--- src/rtl/pad_ctrl_pkg.sv ---
`default_nettype none
// ============================================================================
// Module      : pad_ctrl_pkg
// Description : Shared definitions for the user pad controller. Contains the
//               register word offsets, the register-window address mask, the
//               Wishbone FSM state type and small helper functions (byte-select
//               expansion and the STAT write-1-to-clear update).
// Revision    : 1.0 - initial release
// ============================================================================
package pad_ctrl_pkg;

  // 32-byte register window: low five address bits select within it
  localparam logic [31:0] ADDR_MASK = 32'h0000_001F;

  // Word offsets, taken from address bits [4:2]
  localparam logic [2:0] REG_MODE = 3'd0;
  localparam logic [2:0] REG_OUT  = 3'd1;
  localparam logic [2:0] REG_OEB  = 3'd2;
  localparam logic [2:0] REG_IN   = 3'd3;
  localparam logic [2:0] REG_RISE = 3'd4;
  localparam logic [2:0] REG_FALL = 3'd5;
  localparam logic [2:0] REG_STAT = 3'd6;
  localparam logic [2:0] REG_ID   = 3'd7;

  typedef enum logic [0:0] {
    WB_IDLE = 1'b0,
    WB_ACK  = 1'b1
  } wb_state_t;

  // Expand the four byte selects into a 32-bit bit mask
  function automatic logic [31:0] byte_mask(input logic [3:0] sel);
    logic [31:0] m;
    m = '0;
    for (int b = 0; b < 4; b++) begin
      m[8*b +: 8] = {8{sel[b]}};
    end
    return m;
  endfunction

  // New events are ORed in after the clear, so a same-cycle event survives
  function automatic logic [31:0] stat_w1c(input logic [31:0] cur,
                                           input logic [31:0] clr,
                                           input logic [31:0] evt);
    return (cur & ~clr) | evt;
  endfunction

endpackage
`default_nettype wire

--- src/rtl/user_proj_pad_ctrl_pad_sync.sv ---
`default_nettype none
// ============================================================================
// Module      : pad_sync
// Description : Per-pad input synchroniser (STAGES flops deep) followed by a
//               previous-sample flop used for edge detection.
// Ports       : clk, rst        - clock, asynchronous active-high reset
//               din[WIDTH]      - asynchronous pad inputs
//               sync_out[WIDTH] - synchronised inputs
//               rise/fall[WIDTH]- single-cycle edge flags on sync_out
// Revision    : 1.0 - initial release
// ============================================================================
module pad_sync #(
  parameter int WIDTH  = 32,
  parameter int STAGES = 2
) (
  input  logic             clk,
  input  logic             rst,
  input  logic [WIDTH-1:0] din,
  output logic [WIDTH-1:0] sync_out,
  output logic [WIDTH-1:0] rise,
  output logic [WIDTH-1:0] fall
);

  // Flat shift chain: stage 0 in the low slice, newest sample shifts upward
  logic [STAGES*WIDTH-1:0] chain;
  logic [WIDTH-1:0]        prev;

  always_ff @(posedge clk or posedge rst) begin
    if (rst) begin
      chain <= '0;
      prev  <= '0;
    end else begin
      chain <= {chain[(STAGES-1)*WIDTH-1:0], din};
      prev  <= sync_out;
    end
  end

  assign sync_out = chain[STAGES*WIDTH-1 -: WIDTH];
  assign rise     = sync_out & ~prev;
  assign fall     = ~sync_out & prev;

endmodule
`default_nettype wire

--- src/rtl/user_proj_pad_ctrl.sv ---
`default_nettype none
// ============================================================================
// Module      : user_proj_pad_ctrl
// Description : Pad controller between the user CPU core and the Caravel IO
//               pads. Per-pad ownership mux (core vs. Wishbone override),
//               synchronised pad inputs, edge detection with a maskable level
//               interrupt, and a 32-byte Wishbone register window.
// Ports       : wb_clk_i/wb_rst_i - clock, asynchronous active-high reset
//               wbs_*             - Wishbone slave
//               core_out/core_oeb - CPU pad drive; core_in raw io_in to CPU
//               io_in/io_out/io_oeb - pad slice
//               irq_o             - registered level interrupt (|STAT)
// Revision    : 1.0 - initial release
// ============================================================================
module user_proj_pad_ctrl
  import pad_ctrl_pkg::*;
#(
  parameter int          PAD_COUNT    = 32,
  parameter int          SYNC_STAGES  = 2,
  parameter logic [31:0] WB_BASE_ADDR = 32'h3000_0000,
  parameter logic [31:0] ID_VALUE     = 32'h5043_0001
) (
  input  logic                 wb_clk_i,
  input  logic                 wb_rst_i,
  input  logic                 wbs_stb_i,
  input  logic                 wbs_cyc_i,
  input  logic                 wbs_we_i,
  input  logic [3:0]           wbs_sel_i,
  input  logic [31:0]          wbs_adr_i,
  input  logic [31:0]          wbs_dat_i,
  output logic                 wbs_ack_o,
  output logic [31:0]          wbs_dat_o,
  input  logic [PAD_COUNT-1:0] core_out,
  input  logic [PAD_COUNT-1:0] core_oeb,
  output logic [PAD_COUNT-1:0] core_in,
  input  logic [PAD_COUNT-1:0] io_in,
  output logic [PAD_COUNT-1:0] io_out,
  output logic [PAD_COUNT-1:0] io_oeb,
  output logic                 irq_o
);

  logic [PAD_COUNT-1:0] mode_q, out_q, oeb_q, rise_en_q, fall_en_q, stat_q;
  logic [PAD_COUNT-1:0] sync_in, rise, fall;
  wb_state_t            state;

  pad_sync #(
    .WIDTH  (PAD_COUNT),
    .STAGES (SYNC_STAGES)
  ) u_pad_sync (
    .clk      (wb_clk_i),
    .rst      (wb_rst_i),
    .din      (io_in),
    .sync_out (sync_in),
    .rise     (rise),
    .fall     (fall)
  );

  // Pad muxing and raw passthrough are purely combinational
  assign core_in = io_in;
  assign io_out  = (mode_q & out_q) | (~mode_q & core_out);
  assign io_oeb  = (mode_q & oeb_q) | (~mode_q & core_oeb);

  // Decode
  logic                 req, in_window, wr_fire;
  logic [2:0]           reg_sel;
  logic [31:0]          wmask32;
  logic [PAD_COUNT-1:0] wmask, wdata;

  assign req       = wbs_stb_i & wbs_cyc_i;
  assign in_window = (wbs_adr_i & ~ADDR_MASK) == (WB_BASE_ADDR & ~ADDR_MASK);
  assign reg_sel   = wbs_adr_i[4:2];
  // A write commits only on the edge that also raises ack
  assign wr_fire   = (state == WB_IDLE) & req & wbs_we_i & in_window;
  assign wmask32   = byte_mask(wbs_sel_i);
  assign wmask     = wmask32[PAD_COUNT-1:0];
  assign wdata     = wbs_dat_i[PAD_COUNT-1:0];

  // Read mux, zero-extended; unmapped or out-of-window reads return 0
  logic [31:0] rd_word;
  always_comb begin
    rd_word = '0;
    if (in_window) begin
      case (reg_sel)
        REG_MODE: rd_word[PAD_COUNT-1:0] = mode_q;
        REG_OUT:  rd_word[PAD_COUNT-1:0] = out_q;
        REG_OEB:  rd_word[PAD_COUNT-1:0] = oeb_q;
        REG_IN:   rd_word[PAD_COUNT-1:0] = sync_in;
        REG_RISE: rd_word[PAD_COUNT-1:0] = rise_en_q;
        REG_FALL: rd_word[PAD_COUNT-1:0] = fall_en_q;
        REG_STAT: rd_word[PAD_COUNT-1:0] = stat_q;
        REG_ID:   rd_word = ID_VALUE;
        default:  rd_word = '0;
      endcase
    end
  end

  // STAT next-state through the shared W1C helper
  logic [31:0] stat_cur32, stat_clr32, stat_evt32, stat_nxt32;
  always_comb begin
    stat_cur32 = '0;
    stat_clr32 = '0;
    stat_evt32 = '0;
    stat_cur32[PAD_COUNT-1:0] = stat_q;
    stat_evt32[PAD_COUNT-1:0] = (rise & rise_en_q) | (fall & fall_en_q);
    if (wr_fire && reg_sel == REG_STAT) begin
      stat_clr32[PAD_COUNT-1:0] = wdata & wmask;
    end
    stat_nxt32 = stat_w1c(stat_cur32, stat_clr32, stat_evt32);
  end

  // Register bank
  always_ff @(posedge wb_clk_i or posedge wb_rst_i) begin
    if (wb_rst_i) begin
      mode_q    <= '0;
      out_q     <= '0;
      oeb_q     <= '1;
      rise_en_q <= '0;
      fall_en_q <= '0;
      stat_q    <= '0;
      irq_o     <= 1'b0;
    end else begin
      if (wr_fire) begin
        case (reg_sel)
          REG_MODE: mode_q    <= (mode_q    & ~wmask) | (wdata & wmask);
          REG_OUT:  out_q     <= (out_q     & ~wmask) | (wdata & wmask);
          REG_OEB:  oeb_q     <= (oeb_q     & ~wmask) | (wdata & wmask);
          REG_RISE: rise_en_q <= (rise_en_q & ~wmask) | (wdata & wmask);
          REG_FALL: fall_en_q <= (fall_en_q & ~wmask) | (wdata & wmask);
          default:  ;
        endcase
      end
      stat_q <= stat_nxt32[PAD_COUNT-1:0];
      irq_o  <= |stat_q;
    end
  end

  // Wishbone FSM: one ack cycle, then a mandatory idle cycle
  always_ff @(posedge wb_clk_i or posedge wb_rst_i) begin
    if (wb_rst_i) begin
      state     <= WB_IDLE;
      wbs_ack_o <= 1'b0;
      wbs_dat_o <= '0;
    end else begin
      case (state)
        WB_IDLE: begin
          if (req) begin
            state     <= WB_ACK;
            wbs_ack_o <= 1'b1;
            wbs_dat_o <= wbs_we_i ? 32'h0 : rd_word;
          end else begin
            wbs_ack_o <= 1'b0;
            wbs_dat_o <= '0;
          end
        end
        default: begin
          state     <= WB_IDLE;
          wbs_ack_o <= 1'b0;
          wbs_dat_o <= '0;
        end
      endcase
    end
  end

endmodule
`default_nettype wire

--- config.mk ---
export PLATFORM = sky130hd
export DESIGN_NAME = user_proj_pad_ctrl
export DESIGN_NICKNAME = d
export VERILOG_FILES = /design/src/rtl/pad_ctrl_pkg.sv /design/src/rtl/user_proj_pad_ctrl_pad_sync.sv /design/src/rtl/user_proj_pad_ctrl.sv
export SDC_FILE = /design/constraint.sdc
export NUM_CORES = 1
export LEC_CHECK = 0
export CORE_AREA = 4 4 167 169
export DETAILED_ROUTE_END_ITERATION = 7
export DIE_AREA = 0 0 171 173
export PLACE_DENSITY = 0.9
export SETUP_SLACK_MARGIN = 0.1
export SLEW_MARGIN = 20
export SYNTH_ARGS = -nofsm -noshare
export SYNTH_HDL_FRONTEND = slang
export SYNTH_SLANG_ARGS = --single-unit
--- constraint.sdc ---
create_clock -name wb_clk_i -period 17.51 [get_ports wb_clk_i]
set_clock_uncertainty 0.1 [all_clocks]
set_input_delay 3.502 -clock wb_clk_i [delete_from_list [all_inputs] [get_ports wb_clk_i]]
set_output_delay 3.502 -clock wb_clk_i [all_outputs]
set_load 0.05 [all_outputs]
==> results.toml, run 1 <==
[status]
status = "complete, no violations"

[route]
wirelength_microns = 43200
ant_nets = 0
met3WireLength_microns = 3330
via_per_inst = 6.31
wl_met1_microns = 16800
num_vias = 10874
drc_errors = 0
drtIter0Drc = 1036
highest_layer = "met5"
avgRoutedWirePerCell_microns = 25.1
dr_wl_met2_microns = 21400
drt_pass1_iterations = 5

[global_route]
antenna_found_initial = 6
grt_max_degree = 182
track_usage_pct = 28.5
grt_pass1_vias = 11600
grt-ovfl-total = 0
grt_pass1_wl_microns = 66300

[placement]
placed_cell_area_sq_um = 17700
hpwl_microns = 28100
gp_congestion = 0.857
dp.cells = 1658
port_buffers = 296

[die]
core-area_sq_um = 26600
start_util_pct = 55.0
num_io_pins = 299
die_w_microns = 171
dieArea_sq_um = 29600
die_y_microns = 173
rows = 60

[cts]
clock_latency_ns = 0.51
cts_sinks = 322
h-tree-depth = 2
cts_setup_buffers = 0
clock-root-buffer = "clkbuf_16"
clkTransAtPathRegs_ns = 0.06
clockBufferDepth = 3
cts_resized = 0
holdBufCountCts = 0
cts_tree = "done"
cts_buffers = 34

[timing]
slew_viol_final = 0
rsz0062_at_grt = "false"
setup_tns_ns = 0
worst_pin_slew_ns = 1.04
slew_headroom_pct = 30.6
finalCriticalPeriod_ns = 8.59
fin_crit_sh_pct = 49.0
hold_viol_final = 0
fmax_mhz = 116
setup_viol = 0

[yosys]
yosysMostFrequentCell = "dfrtp_1"
synthesis.area_sq_um = 14600
synth_cell_type_count = 48
synthTopCellsByArea = "dfrtp_1 (50%), mux2_2 (19%), dfstp_2 (5.8%)"
yosys_warnings = 0
synth_nets = 1256
synth_flop_cell = "dfrtp_1"
netlist.area_leader.share_pct = 49.7
syn_inst = 1087
synth_top_cell_by_area = "dfrtp_1"
synth_commonest_cells = "dfrtp_1 (290), mux2_2 (241), nand2_1 (49)"
syn_area_per_cell_sq_um = 13.4
ys_seq_elements = 322
async_reset_ff_share_pct = 100
synth_seq_area_share_pct = 55.4
synth-edff-count = 0

[worst_hold_path]
worstHoldStart = "u_pad_sync.chain[11]"
hp-class = "flip-flop to flip-flop"

[worst_setup_path]
crit_fanout = 1
crit_top_cell = "clkdlybuf4s50_1"
cp-end-kind = "output pin"
arrival_ns = 4.98
required_ns = 13.91
crit_slowest_cell = "clkdlybuf4s50_1"
critPathTopFamily = "buffers and inverters"
crit_chain = "clkdlybuf4s50_1, mux2_2, clkdlybuf4s50_1"
critical_path.startpoint_type = "input pin"
startpoint = "core_out[18]"
crit_type = "input pin to output pin"
r2r-start = "state"
cp_slowest_stage_delay_ns = 0.81
critPathBufInv = 2

[power_and_ir_drop]
p_leak_nw = 7.95
power.density_nw_per_um2 = 89.5
ir_worst_vdd_v = 0.0000706

[layout]
final_area_sq_um = 18900
nNetsFinal = 1522
fillers = 1746
area.sequential_sq_um = 8100
syn_to_final_growth_pct = 29.1
layout-drive-gt1-share_pct = 28.7
multi_input_area_sq_um = 6060
fin_cells = 1723

[flow_run]
drv_cap = 0
[final timing paths]
check	cells after the start	slack (ns)	end
min in group asynchronous	2	3.43	u_pad_sync.chain[6]
hold reg to reg	0	0.25	u_pad_sync.chain[43]
max in group asynchronous	3	12.42	u_pad_sync.chain[21]
setup reg to reg	5	14.26	flip-flop
setup / recovery	3	8.92	io_out[18]
hold / removal	0	0.25	u_pad_sync.chain[43]
[power by group]
part / internal (mW) / total, mW / leakage, nW / switching (mW)
registers: 0.756 / 0.764 / 3.99 / 0.00777
logic: 0.0720 / 0.180 / 3.39 / 0.108
clock network: 0.451 / 0.745 / 0.570 / 0.293
total: 1.28 / 1.69 / 7.95 / 0.409
[metrics by stage]
| step | hold slack [ns] | total power, mW | util (%) | setup slack, ns |
|---|---|---|---|---|
| 2_1_floorplan | 0.231 | 0.872 | - | 5.05 |
| 4_1_cts | 0.246 | 1.69 | 71.0 | 8.93 |
| 6_report | 0.248 | 1.69 | 71.0 | 8.92 |
| 3_3_place_gp | 0.232 | 0.953 | 66.6 | 8.91 |
| 5_1_grt | 0.250 | 1.74 | 71.0 | 8.91 |
| 3_5_place_dp | 0.235 | 0.956 | 66.6 | 8.91 |
[worst reg2reg max path, delay by kind of cell, from the launching register on]
kind / cells / cell delay [ns]
buffers and inverters: 1 / 0.47
DFF: 1 / 0.37
muxes: 1 / 0.44
and+or+nand+nor: 3 / 1.76
[cells by family (layout without fill, tap and decap cells)]
logic type | Yosys count | after routing | share of synthesized area [%]
AO/OA/AOI/OAI | 185 | 185 | 9.84
buffers and inverters | 86 | 378 | 3.15
flip-flops | 322 | 322 | 55.4
multiplexers | 266 | 266 | 20.8
other | 0 | 3 | 0
AND/OR/NAND/NOR | 228 | 228 | 10.8
[layer usage]
layer,up-vias,global-route usage [%]
met4,6,10.6
met5,-,0
met2,568,47.9
li1,4628,-
met3,128,5.49
met1,5544,36.8
[cells in the final DEF (no fill, tap or decap), types with 9 or more instances in the layout]
master | netlist | layout
clkdlybuf4s50_1 | 0 | 294
dfrtp_1 | 290 | 290
mux2_2 | 241 | 241
nand2_1 | 49 | 49
nor2_1 | 39 | 39
clkbuf_16 | 0 | 37
o211ai_1 | 36 | 36
nand3_1 | 36 | 35
o31ai_1 | 32 | 32
nand3b_1 | 32 | 32
dfstp_2 | 32 | 32
nor4_4 | 20 | 20
a22o_1 | 18 | 18
a211oi_1 | 17 | 17
mux2_4 | 16 | 16
buf_4 | 33 | 15
a22oi_1 | 13 | 13
a221oi_1 | 12 | 12
o22ai_1 | 11 | 11
a2111oi_0 | 11 | 11
o221ai_1 | 11 | 11
mux2i_1 | 9 | 9
[layout make-up]
| class | instances | share of cell area, % |
|---|---|---|
| antenna | 3 | 0.0398 |
| clock buffer | 49 | 5.41 |
| clock inverter | 13 | 0.782 |
| inverter | 4 | 0.119 |
| multi-input combinational | 679 | 32.1 |
| sequential | 322 | 42.9 |
| tap | 341 | 2.26 |
| timing repair buffer | 312 | 16.3 |
Note: power is estimated with default switching activity, not from simulation.
==> run 2: changes to the inputs <==
Settings changed: CORE_AREA 4 4 167 169 to 4 4 173 175, DIE_AREA 0 0 171 173 to 0 0 177 179, PLACE_DENSITY 0.9 to 0.85.
Clock period 17.51 ns to 8.7 ns, I/O delays scaled along.
==> results.toml, run 2 (synthesis gave the netlist of run 1 again) <==
[status]
status = "complete, no violations"

[worst_setup_path]
critPathTopFamily = "simple AND/OR/NAND/NOR gates"
crit_type = "input pin to flip-flop"
r2r_slack_ns = 5.15
critPathBufInv = 1
cp_slowest_stage_delay_ns = 1.11
cp-end-kind = "flip-flop"
crit_slowest_cell = "nor4_4"
arrival_ns = 5.53
critical_path.startpoint_type = "input pin"
required_ns = 8.98
crit_chain = "clkdlybuf4s50_1, nor4_2, nand3_2, nor4_4, mux2_2"
crit_fanout = 20

[placement]
port_buffers = 296
hpwl_microns = 28200
dp.cells = 1703
gp_congestion = 0.838

[timing]
setup_tns_ns = 0
hold_slack_ns = 0.240
fin_crit_sh_pct = 60.4
rsz0062_at_grt = "false"
worst_pin_slew_ns = 1.03
hold_viol_final = 0
setup_viol = 0
slew_headroom_pct = 31.3
finalCriticalPeriod_ns = 5.25
slew_viol_final = 0
fmax_mhz = 190

[route]
via_per_inst = 6.06
wirelength_microns = 42800
drtIter0Drc = 809
dr_wl_met2_microns = 20900
ant_nets = 0
met3WireLength_microns = 3240
drt_pass1_iterations = 5
num_vias = 10700
wl_met1_microns = 17100
avgRoutedWirePerCell_microns = 24.2
drc_errors = 0
highest_layer = "met5"

[global_route]
antenna_found_initial = 3
grt_pass1_wl_microns = 64800
grt-ovfl-total = 0
track_usage_pct = 26.5
grt_max_degree = 180
grt_pass1_vias = 11268

[cts]
clkTransAtPathRegs_ns = 0.06
clock_latency_ns = 0.50
holdBufCountCts = 0
cts_buffers = 35
cts_resized = 0
cts_tree = "done"
h-tree-depth = 2
clockBufferDepth = 3
cts_sinks = 322
clock-root-buffer = "clkbuf_16"
cts_setup_buffers = 0

[power_and_ir_drop]
ir_worst_vdd_v = 0.000115
power.density_nw_per_um2 = 181
p_leak_nw = 7.97

[layout]
layout-drive-gt1-share_pct = 28.7
nNetsFinal = 1525
syn_to_final_growth_pct = 29.8
final_cell_mix = "clkdlybuf4s50_1 (294), dfrtp_1 (290), mux2_2 (241), nand2_1 (49), nor2_1 (39)"
layout_commonest_cell = "clkdlybuf4s50_1"
fin_cells = 1767

[die]
die_w_microns = 177
dieArea_sq_um = 31700
start_util_pct = 51.3
num_io_pins = 299
rows = 62
core-area_sq_um = 28500
die_y_microns = 179

[flow_run]
drv_cap = 0

[worst_hold_path]
hp-class = "flip-flop to flip-flop"
==> run 2: cell count changes in the layout (fill, tap and decap cells not counted) <==
cell | previous run | this run
buf_4 | 15 | 17
bufinv_16 | 3 | 4
clkbuf_1 | 7 | 8
clkbuf_8 | 5 | 6
clkinv_2 | 7 | 5
clkinv_4 | 0 | 1
clkinvlp_4 | 3 | 2
diode_2 | 3 | 2
inv_8 | 1 | 0
==> run 2: area by class of cell <==
class                      count  area (sq um)
clock buffer                  51          1040
antenna                        2          5.00
multi-input combinational    679          6060
inverter                       4          18.8
sequential                   322          8100
tap                          384           480
fill                        2033          9500
clock inverter                11           161
timing repair buffer         314          3100
==> run 2: layer usage <==
metal / vias to the layer above / global-route usage (%)
met5: - / 0
met4: 4 / 10.6
met3: 116 / 5.27
met2: 503 / 44.1
met1: 5426 / 34.2
li1: 4651 / -
==> run 2: path summary, 6_finish.rpt <==
path	start	to	cells past startpoint
max in group asynchronous	wb_rst_i	async pin	3
setup / recovery	wbs_adr_i[24]	flip-flop	5
hold / removal	u_pad_sync.chain[23]	u_pad_sync.chain[55]	0
min in group asynchronous	wb_rst_i	async pin	2
setup reg to reg	state	flip-flop	4
hold reg to reg	u_pad_sync.chain[23]	u_pad_sync.chain[55]	0
==> run 2: report_power, final <==
part	internal [mW]	leakage, nW	switching, mW	total, mW
clock network	0.948	0.589	0.584	1.53
registers	1.52	3.99	0.0156	1.54
logic	0.145	3.40	0.217	0.362
==> run 2: through the flow <==
| stage | instance area, sq um | power [mW] | utilization (%) | worst slack, ns |
|---|---|---|---|---|
| floorplan | 14600 | 1.76 | - | 2.59 |
| global placement | 17800 | 1.92 | 62.4 | 3.07 |
| detailed placement | 17800 | 1.93 | 62.4 | 3.03 |
| CTS | 19000 | 3.45 | 66.6 | 3.55 |
| global route | 19000 | 3.53 | 66.6 | 3.39 |
| finish | 19000 | 3.43 | 66.6 | 3.45 |
==> run 3: changes to the inputs <==
Clock period 8.7 ns to 5.1 ns, I/O delays scaled along.
==> results.toml, run 3 (synthesis gave the netlist of run 1 again) <==
[layout]
nNetsFinal = 1531
final_cell_mix = "clkdlybuf4s50_1 (294), dfrtp_1 (290), mux2_2 (241), nand2_1 (49), nor2_1 (39)"
layout-drive-gt1-share_pct = 29.0
layout_commonest_cell = "clkdlybuf4s50_1"
final_area_sq_um = 19000
syn_to_final_growth_pct = 30.1

[worst_setup_path]
crit_top_cell = "clkdlybuf4s50_1"
critical_path.startpoint_type = "input pin"
cp_slowest_stage_delay_ns = 0.81
crit_slowest_cell = "clkdlybuf4s50_1"
crit_fanout = 1
arrival_ns = 2.48
cp-end-kind = "output pin"
r2r-start = "state"
startpoint = "core_oeb[29]"
crit_type = "input pin to output pin"
crit_chain = "clkdlybuf4s50_1, mux2_2, clkdlybuf4s50_1"
required_ns = 3.98

[die]
num_io_pins = 299
die_w_microns = 177
die_y_microns = 179
rows = 62
start_util_pct = 51.3
dieArea_sq_um = 31700
core-area_sq_um = 28500

[timing]
slew_viol_final = 0
finalCriticalPeriod_ns = 3.60
layout_setup_ws_ns = 1.50
fin_crit_sh_pct = 70.6
hold_slack_ns = 0.243
slew_headroom_pct = 31.4
fmax_mhz = 278
worst_pin_slew_ns = 1.03
hold_viol_final = 0
rsz0062_at_grt = "false"
setup_tns_ns = 0
setup_viol = 0

[global_route]
grt-ovfl-total = 0
grt_pass1_wl_microns = 64200
grt_max_degree = 156
grt_pass1_vias = 11193
antenna_found_initial = 5
track_usage_pct = 26.3

[placement]
hpwl_microns = 28500
place_ws_ns = 1.05
gp_congestion = 0.835
port_buffers = 296
placed_cell_area_sq_um = 17800

[route]
ant_nets = 0
via_per_inst = 6.08
drt_pass1_iterations = 5
avgRoutedWirePerCell_microns = 24.0
drc_errors = 0
num_vias = 10790
wirelength_microns = 42600
drtIter0Drc = 852

[cts]
cts_setup_buffers = 0
cts_buffers = 35
h-tree-depth = 2
clockBufferDepth = 3
clkTransAtPathRegs_ns = 0.06
cts_tree = "done"
clock-root-buffer = "clkbuf_16"
cts_sinks = 322
clock_latency_ns = 0.51
holdBufCountCts = 0
cts_resized = 0

[power_and_ir_drop]
p_leak_nw = 8.00
ir_worst_vdd_v = 0.000244
power.density_nw_per_um2 = 306
total_power_mw = 5.82

[flow_run]
drv_cap = 0

[status]
status = "complete, no violations"

[worst_hold_path]
worstHoldStart = "u_pad_sync.chain[9]"
hp-class = "flip-flop to flip-flop"
-- run 3: cell count changes in the layout (fill, tap and decap cells not counted), sizes merged --
cell,change
clkbuf,+2
clkinv,+1
bufinv,-1
clkinvlp,-1
buf,+6
-- run 3: final cells by class --
| type | count | area (sq um) |
|---|---|---|
| timing repair buffer | 320 | 3160 |
| antenna | 2 | 5.00 |
| multi-input combinational | 679 | 6060 |
| clock inverter | 10 | 125 |
| inverter | 4 | 18.8 |
| fill | 2032 | 9470 |
| clock buffer | 53 | 1060 |
| tap | 384 | 480 |
| sequential | 322 | 8100 |
-- run 3: power breakdown --
group          leakage [nW]  switching, mW  internal, mW
Combinational          3.43          0.369         0.250
Clock                 0.587          0.994          1.58
Sequential             3.99         0.0268          2.60
-- run 3: per-layer routing --
metal | GRT usage [%] | wire length, microns | vias to the layer above
li1 | - | - | 4662
met1 | 33.9 | 16800 | 5516
met2 | 43.9 | 20900 | 510
met3 | 6.33 | 3470 | 96
met4 | 9.22 | 1360 | 6
met5 | 0 | 46 | -
-- run 3: path summary, 6_finish.rpt --
check	to	slack, ns	cells past startpoint
min in group asynchronous	async pin	0.88	2
max in group asynchronous	async pin	2.77	3
min reg2reg	u_pad_sync.chain[41]	0.24	0
min	u_pad_sync.chain[41]	0.24	0
max	io_oeb[29]	1.50	3
max reg2reg	flip-flop	2.29	4
-- run 3: stage by stage --
| step | cells | util, % |
|---|---|---|
| 3_5_place_dp | 1709 | 62.6 |
| 4_1_cts | 1772 | 66.7 |
| 3_3_place_gp | 1709 | 62.6 |
| 6_report | 1774 | 66.8 |
| 2_1_floorplan | 1087 | - |
| 5_1_grt | 1774 | 66.8 |
-- run 3: worst max-delay path, delay by kind of cell --
kind / cells / cell delay [ns]
buffers and inverters: 2 / 1.29
muxes: 1 / 0.18
